## src/rtl/range_image_loader_if.sv

```systemverilog
// range_image_loader_if
// Read-transaction bus between the range-image loader and external memory.
//   readAddress  byte address of the requested 8-byte record
//   initReadTxn  request level, held until readTxnDone
//   readTxnDone  one-cycle completion strobe; readPayload is valid in the same cycle
//   readPayload  64-bit record {x[15:0], y[7:0], 8'bx, range[15:0], 16'bx}
// master: the loader; slave: the memory side.
interface range_image_loader_if;
    logic [31:0] readAddress;
    logic        initReadTxn;
    logic        readTxnDone;
    logic [63:0] readPayload;

    modport master (
        output readAddress,
        output initReadTxn,
        input  readTxnDone,
        input  readPayload
    );

    modport slave (
        input  readAddress,
        input  initReadTxn,
        output readTxnDone,
        output readPayload
    );
endinterface

```

## src/rtl/range_image_loader.sv

```systemverilog
// range_image_loader
// Fetches packed LiDAR point records from external memory, one record per read
// transaction at 8-byte stride, and writes each point's range into the
// range-image BRAM at y*2^IMG_W_LOG2 + x. Points with x or y outside the image
// are counted as dropped. Optionally zeroes the whole image first.
// Ports:
//   i_clk, i_rst          clock; synchronous active-high reset
//   i_start, i_clear      start request (IDLE only); clear-before-load flag
//   i_base_addr           byte address of record 0 (bits [2:0] ignored)
//   i_num_points          records to load (0 allowed)
//   EXT_MEM               external-memory read bus (master side)
//   bram_wr_*             BRAM write port
//   o_busy, o_done        busy level; one-cycle end-of-job pulse
//   o_dropped             out-of-bounds records in the current/last job
module range_image_loader #(
    parameter int unsigned IMG_W_LOG2 = 11,
    parameter int unsigned IMG_H      = 128,
    parameter int unsigned BRAM_AW    = 19
) (
    input  logic                 i_clk,
    input  logic                 i_rst,
    input  logic                 i_start,
    input  logic                 i_clear,
    input  logic [31:0]          i_base_addr,
    input  logic [18:0]          i_num_points,
    range_image_loader_if.master EXT_MEM,
    output logic [BRAM_AW-1:0]   bram_wr_address,
    output logic [15:0]          bram_wr_data,
    output logic                 bram_wr_en,
    output logic                 o_busy,
    output logic                 o_done,
    output logic [18:0]          o_dropped
);
    typedef enum logic [2:0] {
        S_IDLE,
        S_CLEAR,
        S_REQ,
        S_WAIT,
        S_WRITE,
        S_FINISH
    } state_t;

    // The clear sweep covers every pixel of the image: IMG_H rows of 2^IMG_W_LOG2.
    localparam logic [BRAM_AW-1:0] CLEAR_LAST = BRAM_AW'((IMG_H << IMG_W_LOG2) - 1);
    localparam logic [16:0]        X_LIM      = 17'(1 << IMG_W_LOG2);
    localparam logic [8:0]         Y_LIM      = 9'(IMG_H);

    state_t              state_q, state_d;
    logic [31:0]         base_q, base_d;
    logic [18:0]         num_q, num_d;
    logic [18:0]         idx_q, idx_d;
    logic [31:0]         rd_addr_q, rd_addr_d;
    logic                rd_req_q, rd_req_d;
    logic [BRAM_AW-1:0]  wr_addr_q, wr_addr_d;
    logic [15:0]         wr_data_q, wr_data_d;
    logic                wr_en_q, wr_en_d;
    logic                busy_q, busy_d;
    logic                done_q, done_d;
    logic [18:0]         dropped_q, dropped_d;

    logic [15:0]         pay_x;
    logic [7:0]          pay_y;
    logic [15:0]         pay_range;
    logic                pay_in_bounds;
    logic [31:0]         pix_lin;
    logic [18:0]         idx_inc;

    always_comb begin
        pay_x         = EXT_MEM.readPayload[63:48];
        pay_y         = EXT_MEM.readPayload[47:40];
        pay_range     = EXT_MEM.readPayload[31:16];
        pay_in_bounds = ({1'b0, pay_x} < X_LIM) && ({1'b0, pay_y} < Y_LIM);
        pix_lin       = ({24'd0, pay_y} << IMG_W_LOG2) | {16'd0, pay_x};
        idx_inc       = idx_q + 19'd1;
    end

    // Every output is a register loaded with the value belonging to the state
    // being entered, so each output is valid for the whole cycle of its state.
    always_comb begin
        state_d   = state_q;
        base_d    = base_q;
        num_d     = num_q;
        idx_d     = idx_q;
        rd_addr_d = rd_addr_q;
        rd_req_d  = rd_req_q;
        wr_addr_d = wr_addr_q;
        wr_data_d = wr_data_q;
        wr_en_d   = 1'b0;
        dropped_d = dropped_q;

        case (state_q)
            S_IDLE: begin
                if (i_start) begin
                    base_d    = i_base_addr & ~32'h7;
                    num_d     = i_num_points;
                    idx_d     = '0;
                    dropped_d = '0;
                    if (i_clear) begin
                        state_d   = S_CLEAR;
                        wr_en_d   = 1'b1;
                        wr_addr_d = '0;
                        wr_data_d = '0;
                    end else if (i_num_points != '0) begin
                        state_d = S_REQ;
                    end else begin
                        state_d = S_FINISH;
                    end
                end
            end
            S_CLEAR: begin
                // The write address register doubles as the sweep counter.
                if (wr_addr_q == CLEAR_LAST) begin
                    state_d = (num_q != '0) ? S_REQ : S_FINISH;
                end else begin
                    wr_en_d   = 1'b1;
                    wr_addr_d = wr_addr_q + 1'b1;
                    wr_data_d = '0;
                end
            end
            S_REQ: begin
                rd_addr_d = base_q + {10'd0, idx_q, 3'b000};
                rd_req_d  = 1'b1;
                state_d   = S_WAIT;
            end
            S_WAIT: begin
                if (EXT_MEM.readTxnDone) begin
                    rd_req_d = 1'b0;
                    state_d  = S_WRITE;
                    if (pay_in_bounds) begin
                        wr_en_d   = 1'b1;
                        wr_addr_d = BRAM_AW'(pix_lin);
                        wr_data_d = pay_range;
                    end else if (dropped_q != '1) begin
                        dropped_d = dropped_q + 19'd1;
                    end
                end
            end
            S_WRITE: begin
                idx_d   = idx_inc;
                state_d = (idx_inc == num_q) ? S_FINISH : S_REQ;
            end
            S_FINISH: begin
                state_d = S_IDLE;
            end
            default: begin
                state_d = S_IDLE;
            end
        endcase

        busy_d = (state_d != S_IDLE);
        done_d = (state_d == S_FINISH);
    end

    always_ff @(posedge i_clk) begin
        if (i_rst) begin
            state_q   <= S_IDLE;
            base_q    <= '0;
            num_q     <= '0;
            idx_q     <= '0;
            rd_addr_q <= '0;
            rd_req_q  <= 1'b0;
            wr_addr_q <= '0;
            wr_data_q <= '0;
            wr_en_q   <= 1'b0;
            busy_q    <= 1'b0;
            done_q    <= 1'b0;
            dropped_q <= '0;
        end else begin
            state_q   <= state_d;
            base_q    <= base_d;
            num_q     <= num_d;
            idx_q     <= idx_d;
            rd_addr_q <= rd_addr_d;
            rd_req_q  <= rd_req_d;
            wr_addr_q <= wr_addr_d;
            wr_data_q <= wr_data_d;
            wr_en_q   <= wr_en_d;
            busy_q    <= busy_d;
            done_q    <= done_d;
            dropped_q <= dropped_d;
        end
    end

    assign EXT_MEM.readAddress = rd_addr_q;
    assign EXT_MEM.initReadTxn = rd_req_q;
    assign bram_wr_address     = wr_addr_q;
    assign bram_wr_data        = wr_data_q;
    assign bram_wr_en          = wr_en_q;
    assign o_busy              = busy_q;
    assign o_done              = done_q;
    assign o_dropped           = dropped_q;
endmodule

```

## src/flat_wrapper.sv

```systemverilog
// flat-port wrapper written by rule: the top's interface ports become plain ports
module range_image_loader_flat 
#(
    parameter int unsigned IMG_W_LOG2 = 11,
    parameter int unsigned IMG_H      = 128,
    parameter int unsigned BRAM_AW    = 19
)
  (i_clk, i_rst, i_start, i_clear, i_base_addr, i_num_points, bram_wr_address, bram_wr_data, bram_wr_en, o_busy, o_done, o_dropped, EXT_MEM_readAddress, EXT_MEM_initReadTxn, EXT_MEM_readTxnDone, EXT_MEM_readPayload);
  range_image_loader_if EXT_MEM_i ();
  input  logic i_clk;
  input  logic i_rst;
  input  logic i_start;
  input  logic i_clear;
  input  logic [31:0] i_base_addr;
  input  logic [18:0] i_num_points;
  output logic [BRAM_AW-1:0] bram_wr_address;
  output logic [15:0] bram_wr_data;
  output logic bram_wr_en;
  output logic o_busy;
  output logic o_done;
  output logic [18:0] o_dropped;
  output wire logic [$bits(EXT_MEM_i.readAddress)-1:0] EXT_MEM_readAddress;
  output wire logic [$bits(EXT_MEM_i.initReadTxn)-1:0] EXT_MEM_initReadTxn;
  input wire logic [$bits(EXT_MEM_i.readTxnDone)-1:0] EXT_MEM_readTxnDone;
  input wire logic [$bits(EXT_MEM_i.readPayload)-1:0] EXT_MEM_readPayload;
  assign EXT_MEM_readAddress = EXT_MEM_i.readAddress;
  assign EXT_MEM_initReadTxn = EXT_MEM_i.initReadTxn;
  assign EXT_MEM_i.readTxnDone = EXT_MEM_readTxnDone;
  assign EXT_MEM_i.readPayload = EXT_MEM_readPayload;
  range_image_loader #(.IMG_W_LOG2(IMG_W_LOG2), .IMG_H(IMG_H), .BRAM_AW(BRAM_AW)) u_core (.i_clk(i_clk), .i_rst(i_rst), .i_start(i_start), .i_clear(i_clear), .i_base_addr(i_base_addr), .i_num_points(i_num_points), .EXT_MEM(EXT_MEM_i), .bram_wr_address(bram_wr_address), .bram_wr_data(bram_wr_data), .bram_wr_en(bram_wr_en), .o_busy(o_busy), .o_done(o_done), .o_dropped(o_dropped));
endmodule
```

## config.mk

```make
export PLATFORM = sky130hd
export DESIGN_NAME = range_image_loader_flat
export DESIGN_NICKNAME = d
export VERILOG_FILES = /design/src/rtl/range_image_loader_if.sv /design/src/rtl/range_image_loader.sv /design/src/flat_wrapper.sv
export SDC_FILE = /design/constraint.sdc
export NUM_CORES = 1
export LEC_CHECK = 0
export CAP_MARGIN = 20
export CORE_MARGIN = 1.5
export CORE_UTILIZATION = 54
export CTS_CLUSTER_SIZE = 8
export DETAILED_ROUTE_END_ITERATION = 10
export GPL_TIMING_DRIVEN = 0
export PLACE_DENSITY_LB_ADDON = 0.1
export SLEW_MARGIN = 15
export SYNTH_ARGS = -nofsm -noshare
export SYNTH_HDL_FRONTEND = slang
export SYNTH_SLANG_ARGS = --single-unit
```

## constraint.sdc

```tcl
create_clock -name i_clk -period 6.5 [get_ports i_clk]
set_clock_uncertainty 0.1 [all_clocks]
set_input_delay 0.65 -clock i_clk [delete_from_list [all_inputs] [get_ports i_clk]]
set_output_delay 0.65 -clock i_clk [all_outputs]
set_load 0.02 [all_outputs]
```

# Word-level counts from Yosys, hierarchy flattened
# Index checks and enable logic that the tools add are counted.
[totals]
reg_bits = 160
in_bits = 120
out_inout_bits = 90
wordCells = 82
[classes]
addsub = 4
magnitude_cmp = 2
eq_ne = 15
muxes = 34
n_bitwise = 1
n_reduce_logical = 14
[op_table]
columns = ["op", "count"]
rows = [
  ["$mux W19", 9],
  ["$mux W16", 5],
  ["$pmux W19 S2", 2],
  ["$add A19 B1 Y19 const B", 3],
  ["$pmux W19 S3", 1],
  ["$pmux W16 S3", 1],
  ["$reduce_bool A19 Y1", 2],
  ["$add A32 B22 Y32", 1],
  ["$mux W3", 7],
  ["$eq A19 B18 Y1 const B", 1],
  ["$eq A19 B19 Y1", 1],
  ["$ne A19 B19 Y1 const B", 1],
  ["$or A19 B16 Y19", 1],
  ["$lt A16 B12 Y1 const B", 1],
  ["$pmux W3 S5", 1],
  ["$ne A2 B2 Y1 const B", 5],
  ["$lt A8 B8 Y1 const B", 1],
  ["$eq A3 B2 Y1 const B", 2],
  ["$eq A3 B3 Y1 const B", 2],
  ["$mux W1", 6],
  ["$reduce_and A2 Y1", 3],
  ["$reduce_and A6 Y1", 1],
  ["$reduce_bool A2 Y1", 3],
  ["$reduce_bool A3 Y1", 2],
  ["7 further kinds", 8],
]

# Depth between registers and ports, before layout
# Gate-level depths: netlist (run 1).
[depth]
ltp_word = 6
ltp_mapped = 12
ltp_nobuf = 11

# Least setup slack after synthesis (run 1)
# Ideal clock, no wire load.
[synth_timing]
path_type = "reg2reg"
start = "register u_core.idx_q[0]"
end = "register u_core.state_q[1]"
setup_time_ns = 0.136
arrival_time_ns = 2.650
required_time_ns = 6.264
setup_slack_ns = 3.614
stages_incl_launch_ff = 11
path_buffers = 1
synth_period_minus_slack_ns = 2.886
path_cell_list = "dfxtp_1 > ha_1 > buf_2 > and4b_1 > o22ai_1 > or4_1 > a2111o_1 > or4_1 > nor4b_2 > o21ai_1 > nor2b_4"
[synth_via]
elab_chain_cells = 4
[synth_rtl]
columns = ["item", "line_no", "rtl"]
rows = [
  ["start: declaration", "range_image_loader.sv:51", "logic [18:0] idx_q, idx_d;"],
  ["start signal: assignment", "range_image_loader.sv:172", "idx_q <= idx_d;"],
  ["$add A19 B1 Y19", "range_image_loader.sv:74", "idx_inc = idx_q + 19'd1;"],
  ["$eq A19 B19 Y1", "range_image_loader.sv:140", "state_d = (idx_inc == num_q) ? S_FINISH : S_REQ;"],
  ["$mux W3", "range_image_loader.sv:140", ""],
  ["$pmux W3 S5", "range_image_loader.sv:91", "case (state_q)"],
  ["end signal: assignment", "range_image_loader.sv:169", "state_q <= state_d;"],
  ["end: declaration", "range_image_loader.sv:48", "state_t state_q, state_d;"],
]
# Every way passes these cells.
# A chain may end at the register's enable or synchronous reset.

# Worst setup path in the final report (run 1)
[layout_timing]
start = "input port EXT_MEM_readPayload[61]"
end = "register u_core.wr_addr_q[7] (netlist: u_core.bram_wr_address[7])"
[layout_via]
elab_chain_cells = 4
[layout_rtl]
columns = ["item", "line_no", "rtl"]
rows = [
  ["start: declaration", "flat_wrapper.sv:25", "input wire logic [$bits(EXT_MEM_i.readPayload)-1:0] EXT_MEM_readPayload;"],
  ["$lt A16 B12 Y1", "range_image_loader.sv:72", "pay_in_bounds = ({1'b0, pay_x} < X_LIM) && ({1'b0, pay_y} < Y_LIM);"],
  ["$logic_and A1 B1 Y1", "range_image_loader.sv:72", ""],
  ["$ne A2 B1 Y1 (no line)", "--", ""],
  ["$reduce_and A6 Y1 (no line)", "--", ""],
  ["end signal: assignment", "range_image_loader.sv:175", "wr_addr_q <= wr_addr_d;"],
  ["end: declaration", "range_image_loader.sv:54", "logic [BRAM_AW-1:0] wr_addr_q, wr_addr_d;"],
]
# Every way passes these cells.

==> impl_results.md, run 1 <==
* N_diodes at 0
* Pin count of the biggest net entering global routing at 17
* Die footprint at ~0.017 mm^2
* Die height at around 130 um
* Worst EP required at roughly 6700 ps
* Place WS at around 2700 ps
* Critical Path Most Common Cell: a21oi_1
* Switching Share at 0.296
* Period utilization at 0.534
* Area occupied by registers at roughly 0.0031 mm^2
* Synth area leader: dfxtp_1
* Cell Area, Placed at about 0.011 mm^2
* GPL Wtd Cong at 0.972
* Core ar. at roughly 0.015 mm^2
* DP HPWL at just over 20,000 um
* WL/cell at 17.5 um
* Top cells by instance count after synthesis: nand2_1, dfxtp_1, a21oi_1
* Router iterations before antenna repair at 5
* Max Cap Viol at 0
* CP arrival at ~3700 ps
* Initial antenna violation count at 0
* Switching power at 0.000763 W
* Post-synth ARST share at 0
* P&R area growth vs syn at 31.3%
* Comb power frac at 0.183
* Setup Buffers After CTS at 0
* Chip width at roughly 130 um
* Final Instance Area at around 0.011 mm^2
* Drt via density at between 5 and 6
* Slowest cell on crit path: a2111oi_0
* Initial Util at 0.557
* CTS resizes at 0
* Vias in the first global route at 8,537
* H-tree depth at 4
* TritonCTS clock tree: done
* Vias at between 9k and 10k
* Share of post-route cells with drive strength above 1 at 0.0488
* PortBufs at around 180
* Core Util, Final at 0.732
* Worst VDD drop at slightly above 0.0002 V
* DR iter-0 viols at 1,081
* Slew Limit Fails at 0
* Gr usage total at 0.332
* CP delay by family, top: compound AO/OA/AOI/OAI gates
* Setup_tns at 0 ps
* Clk slew on worst S/H paths at around 70 ps
* Post-synthesis cell count at ~1.1k
* Worst Setup Path Type: input port to flip-flop
* Main synth FF type: dfxtp_1
* Antenna Nets Post-Route at 0
* I/O pin cnt at between 200 and 250
* Drt drc at 0
* Worst path bufs/invs at 2
* Leakage at between 3 and 4 nW
* Worst Tran Pin Value at 949 ps
* Worst-Skew Late Latency at about 430 ps
* Number of synthesized register bits at between 150 and 200
* GRT overflow at 0
* Fin crit period at roughly 3500 ps
* Clock root cell: clkbuf_16
* Internal power at approximately 0.0018 W
* Fin. Hold Viols at 0
* Startpoint Class: input port
* Synth area leaders: dfxtp_1, nand2_1, a21oi_1, o21ai_0, nor2_1
* Final-stage net count at approximately 1.5k
* CTS Hold Bufs at 0
* Seq pwr share at 0.408
* Multi-input gate area in the final layout at roughly 0.005 mm^2
* Clock Power Share at 0.409
* Post-synthesis sequential area ratio at 0.368
* HP Class: flip-flop to flip-flop
* Run status: finished clean
* Power Density at approximately 230 mW/mm^2
* Routed WL at ~27,000 um
* Synth unique cells at 75
* # rows at 45
* Final worst slack at about 3000 ps
* Most common cell in the netlist: nand2_1
* First-pass GRT wire length at between 40,000 and 50,000 um
* Number of synthesized flops with an enable pin at 0
* Post-Syn Area per Cell at between 7 and 8 um^2
* CP Capture Type: flip-flop
* Synth warn at 0
* Crit path largest cell delay at slightly above 600 ps
* Critical Path Fanout Max at 10
* Final setup vio count at 0
* Fmax at 288 MHz
* RSZ-0062 raised after global routing: false
* FILL cells at 1,308
* Clock tree sinks at between 150 and 200
* Total CTS buffers at 17
* Slew margin rel. at 0.362
* Synthesized cell area at ~0.0085 mm^2
* Post-synth top area share at 0.368
* Clock Path Buffers at 2
* Crit-path cells: clkdlybuf4s50_1 > nor4_1 > a21oi_1 > a2bb2oi_1 > a2111oi_0 > and2_1 > clkbuf_1 > o21ai_0 > a21oi_1 > nor2_1
metrics by stage:
step,power [W],hold WS (ps),std cells
finish,0.00258,352,1564
global route,0.00267,378,1564
CTS,0.00257,352,1564
detailed placement,0.00154,346,1532
global placement,0.00153,337,1531
floorplan,0.00133,340,1142
cell type report:
type / instances / share of cell area
Buffer: 69 / 0.0283
Clock buffer: 19 / 0.0404
Clock inverter: 13 / 0.0145
Inverter: 24 / 0.00804
Multi-Input combinational cell: 892 / 0.445
Sequential cell: 157 / 0.281
Tap cell: 211 / 0.0236
Timing Repair Buffer: 179 / 0.159
metal layers:
layer  global-route usage  wire length (um)  part of all wire
met5                    0                 0                 0
met4                0.147               888             0.033
met3               0.0661              2450             0.090
met2                0.543             12700              0.47
met1                0.425             11300              0.41
kinds of logic (layout without fill, tap and decap cells):
family,count (synthesis),after routing,synth area share
simple gates,512,512,0.285
compound gates,302,302,0.207
flops,157,157,0.368
buf+inv,93,304,0.0477
xor+xnor,45,45,0.0488
fa+ha+maj,23,23,0.0346
mux,7,7,0.00821
other cells,1,3,0.000440
flip-flops by register name, summed over array words and instances, names as in the netlist, 3 cells and up:
name                        flops
u_core.EXT_MEM.readAddress     29
u_core.base_q                  29
u_core.bram_wr_address         19
u_core.idx_q                   19
u_core.num_q                   19
u_core.o_dropped               19
u_core.bram_wr_data            16
u_core.state_q                  3
power by group through the flow:
stage          sequential, W  combinational (W)  clock [W]
6_report             0.00105           0.000473    0.00105
5_1_grt              0.00106           0.000515    0.00109
4_1_cts              0.00105           0.000466    0.00105
3_5_place_dp         0.00107           0.000462          0
3_3_place_gp         0.00107           0.000456          0
2_1_floorplan        0.00108           0.000255          0
final timing paths:
path,to,cells past startpoint,start,slack (ps)
setup / recovery,u_core.bram_wr_address[7]$_SDFFE_PP0P_,10,EXT_MEM_readPayload[61],3030
hold / removal,u_core.EXT_MEM.readAddress[17]$_SDFFE_PP0P_,2,u_core.EXT_MEM.readAddress[17]$_SDFFE_PP0P_,350
setup reg to reg,u_core.bram_wr_data[3]$_SDFFE_PP0P_,9,u_core.bram_wr_address[0]$_SDFFE_PP0P_,3160
hold reg to reg,u_core.EXT_MEM.readAddress[17]$_SDFFE_PP0P_,2,u_core.EXT_MEM.readAddress[17]$_SDFFE_PP0P_,350
cell usage in the layout, fill, tap and decap left out, types with 9 or more instances in the layout:
cell type        count
a22oi_1              9
nor3_1              39
nor2_1              91
o21ai_0             70
clkdlybuf4s50_1    178
nand2_1            200
and3_1              15
a21oi_1            148
inv_1               22
xor2_1              18
nand4_1             14
a31oi_1             10
xnor2_1             24
or3_1               20
dfxtp_1            157
clkbuf_16           17
nand3_1             66
nor4_1              17
clkbuf_1            48
ha_1                22
worst min-delay path, delay by kind of cell (launching register included):
kind	cells	cell delay, ps
AOI/OAI and AO/OA	1	50
DFF	1	310
and+or+nand+nor	1	50
Power figures use the tool's default switching activity.
==> run 2: changes to the inputs <==
CORE_UTILIZATION = 50   (was 54)
clock period = 3.3 ns   (was 6.5 ns; I/O delays follow)
==> run 2 against run 1 <==
Compared with the run above:
- cell area barely moved
- global-route usage shrank 3.0 points
- combinational power up 97%
- sequential power up 97%
- core utilization down 5.8 points
- register-to-register slack worse by 3100 ps
- clock-buffer cell count is 3 higher
- hold slack lost 4.3 ps
- worst setup slack worse by 3000 ps
- critical path depth is the same
==> impl_results.md, run 2 (synthesis gave the netlist of run 1 again) <==
* Crit-path cells: ha_1 > buf_2 > and3_1 > nand3_2 > or3_1 > xnor2_1 > or4_1 > nor4b_2 > o21ai_1 > nor2b_4 (was clkdlybuf4s50_1 > nor4_1 > a21oi_1 > a2bb2oi_1 > a2111oi_0 > and2_1 > clkbuf_1 > o21ai_0 > a21oi_1 > nor2_1)
* # rows at 47 (was 45)
* H-tree depth at 4 (unchanged)
* Final-stage net count at 1,482 (was 1,483)
* Worst VDD drop at 0.000385 V (was 0.000204 V)
* Worst EP required at 3490 ps (was 6700 ps)
* Initial antenna violation count at 0 (unchanged)
* Register-to-register setup slack at 60 ps (was 3160 ps)
* Hold endpoint: u_core.bram_wr_data[12]$_SDFFE_PP0P_ (was u_core.EXT_MEM.readAddress[17]$_SDFFE_PP0P_)
* Place WS at -163 ps (was 2660 ps)
* PortBufs at 178 (unchanged)
* Max Cap Viol at 0 (unchanged)
* P&R area growth vs syn at 31.3% (about the same)
* CP Capture Type: flip-flop (unchanged)
* DP HPWL at 20,200 um (was 20,100 um)
* Worst Hold Depth at 2 (unchanged)
* TritonCTS clock tree: done (unchanged)
* Slowest cell on crit path: or4_1 (was a2111oi_0)
* Fmax at roughly 310 MHz
* Gr usage total at 0.302 (was 0.332)
* Setup Buffers After CTS at 0 (unchanged)
* Worst Setup Path Type: flip-flop to flip-flop (was input port to flip-flop)
* Worst hold slack at 348 ps (was 352 ps)
* First-pass GRT wire length at 42,900 um (was 43,200 um)
* Initial Util at 0.513 (was 0.557)
* CTS Hold Bufs at 0 (unchanged)
* Final Instance Area at 0.0112 mm^2 (about the same)
* Leakage at 3.95 nW (was 3.96 nW)
* Startpoint Class: flip-flop (was input port)
* Chip width at 134 um (was 129 um)
* I/O pin cnt at 210 (unchanged)
* Drt drc at 0 (unchanged)
* Slew Limit Fails at 0 (unchanged)
* Die height at 134 um (was 129 um)
* Fin crit period at between 3000 and 4000 ps
* HP Class: flip-flop to flip-flop (unchanged)
* Core Util, Final at 0.673 (was 0.732)
* CP startpoint: u_core.idx_q[1]$_SDFFE_PP0P_ (was EXT_MEM_readPayload[61])
* Vias in the first global route at 8,432 (was 8,537)
* Min-Delay Startpoint: u_core.bram_wr_data[12]$_SDFFE_PP0P_ (was u_core.EXT_MEM.readAddress[17]$_SDFFE_PP0P_)
* Worst path bufs/invs at 1 (was 2)
* GPL Wtd Cong at 0.936 (was 0.972)
* Share of post-route cells with drive strength above 1 at 0.0489 (was 0.0488)
* Slew margin rel. at 0.396 (was 0.362)
* Die footprint at 0.0179 mm^2 (was 0.0166 mm^2)
* Worst Tran Pin Value at 897 ps (was 949 ps)
* WL/cell at 17.1 um (was 17.5 um)
* GRT overflow at 0 (unchanged)
* CP delay by family, top: simple AND/OR/NAND/NOR gates (was compound AO/OA/AOI/OAI gates)
* Routed WL at 26,900 um (was 27,300 um)
* Pin count of the biggest net entering global routing at 17 (unchanged)
* Vias at 9,161 (was 9,303)
* Period utilization at 0.983
* Total CTS buffers at 17 (unchanged)
* Critical Path Fanout Max at 8 (was 10)
* Crit path largest cell delay at 550 ps (was 620 ps)
* Power after layout at 0.00492 W (was 0.00258 W)
* Drt via density at 5.83 (was 5.95)
* Antenna Nets Post-Route at 0 (unchanged)
* Final worst slack at 56.0 ps (was 3030 ps)
* Core ar. at 0.0166 mm^2 (was 0.0153 mm^2)
* Cell Area, Placed at 0.0106 mm^2 (about the same)
* Power Density at 440 mW/mm^2 (was 230 mW/mm^2)
* Worst-Skew Late Latency at 430 ps (about the same)
* Final setup vio count at 0 (unchanged)
* Clk slew on worst S/H paths at 60 ps (was 70 ps)
* Clock Path Buffers at 2 (unchanged)
* Most frequent cells in the layout: nand2_1, clkdlybuf4s50_1, dfxtp_1, a21oi_1, nor2_1 (unchanged)
* Clock tree sinks at 157 (unchanged)
* Clock root cell: clkbuf_16 (unchanged)
* R2r startpoint: u_core.idx_q[1]$_SDFFE_PP0P_ (was u_core.bram_wr_address[0]$_SDFFE_PP0P_)
* Reg2reg end: u_core.state_q[1]$_SDFF_PP0_ (was u_core.bram_wr_data[3]$_SDFFE_PP0P_)
* Leading cell type in the layout, fill and taps excluded: nand2_1 (unchanged)
* Router iterations before antenna repair at 6 (was 5)
* Run status: finished clean (unchanged)
* CP arrival at 3440 ps (was 3670 ps)
* DR iter-0 viols at 745 (was 1,081)
* N_diodes at 0 (unchanged)
* Fin. Hold Viols at 0 (unchanged)
* Cell count of the worst reg-to-reg path at 10 (was 9)
==> run 2: how the worst max path moves through the flow <==
stage | endpoint | slack, ps | depth (start not counted)
floorplan | u_core.state_q[1]$_SDFF_PP0_ | 410 | 10
global route | u_core.bram_wr_data[11]$_SDFFE_PP0P_ | -7 | 9
CTS | u_core.bram_wr_address[8]$_SDFFE_PP0P_ | 20 | 9
detailed placement | u_core.bram_wr_address[0]$_SDFFE_PP0P_ | -160 | 9
finish | u_core.state_q[1]$_SDFF_PP0_ | 60 | 10
global placement | u_core.bram_wr_address[7]$_SDFFE_PP0P_ | -150 | 10
==> run 2: power by group <==
group          internal, W  switching (W)  leakage, nW  total (W)
Sequential         0.00199      0.0000841         1.27    0.00207
Clock              0.00113       0.000792        0.267    0.00192
Combinational     0.000362       0.000567         2.41   0.000930
==> run 2: area by class of cell <==
| type | count | area, um^2 |
|---|---|---|
| buffer | 68 | 314 |
| timing repair buffer | 179 | 1790 |
| clock buffer | 22 | 454 |
| inverter | 24 | 90.1 |
| clock inverter | 9 | 114 |
| fill | 1459 | 5440 |
| tap | 220 | 275 |
| multi-input combinational | 892 | 5020 |
| sequential | 157 | 3150 |
==> run 2: worst reg2reg max path, cell delays in order (launching register included) <==
cell     delay (ps)
dfxtp_1         470
ha_1            190
buf_2           190
and3_1          300
nand3_2         210
or3_1           460
xnor2_1         200
or4_1           550
nor4b_2         250
o21ai_1          90
nor2b_4         120
==> run 2: metal layers <==
| metal | wire, um | part of all wire | global-route usage |
|---|---|---|---|
| met5 | 0 | 0 | 0 |
| met2 | 12500 | 0.46 | 0.500 |
| met3 | 1850 | 0.069 | 0.0613 |
| met4 | 854 | 0.032 | 0.125 |
| met1 | 11700 | 0.44 | 0.385 |
==> run 2: timing repair <==
item	4_1_cts	5_1_grt
resized for setup	1	10
endpoints found under the hold margin	0	0
endpoints found under the setup margin	3	39
==> run 2: metrics by stage <==
| stage | setup TNS, ps | std cells |
|---|---|---|
| after CTS | 0 | 1571 |
| after detailed placement | -703 | 1540 |
| after global routing | -7.37 | 1571 |
| final | 0 | 1571 |
| after floorplan | 0 | 1142 |
| after global placement | -749 | 1540 |
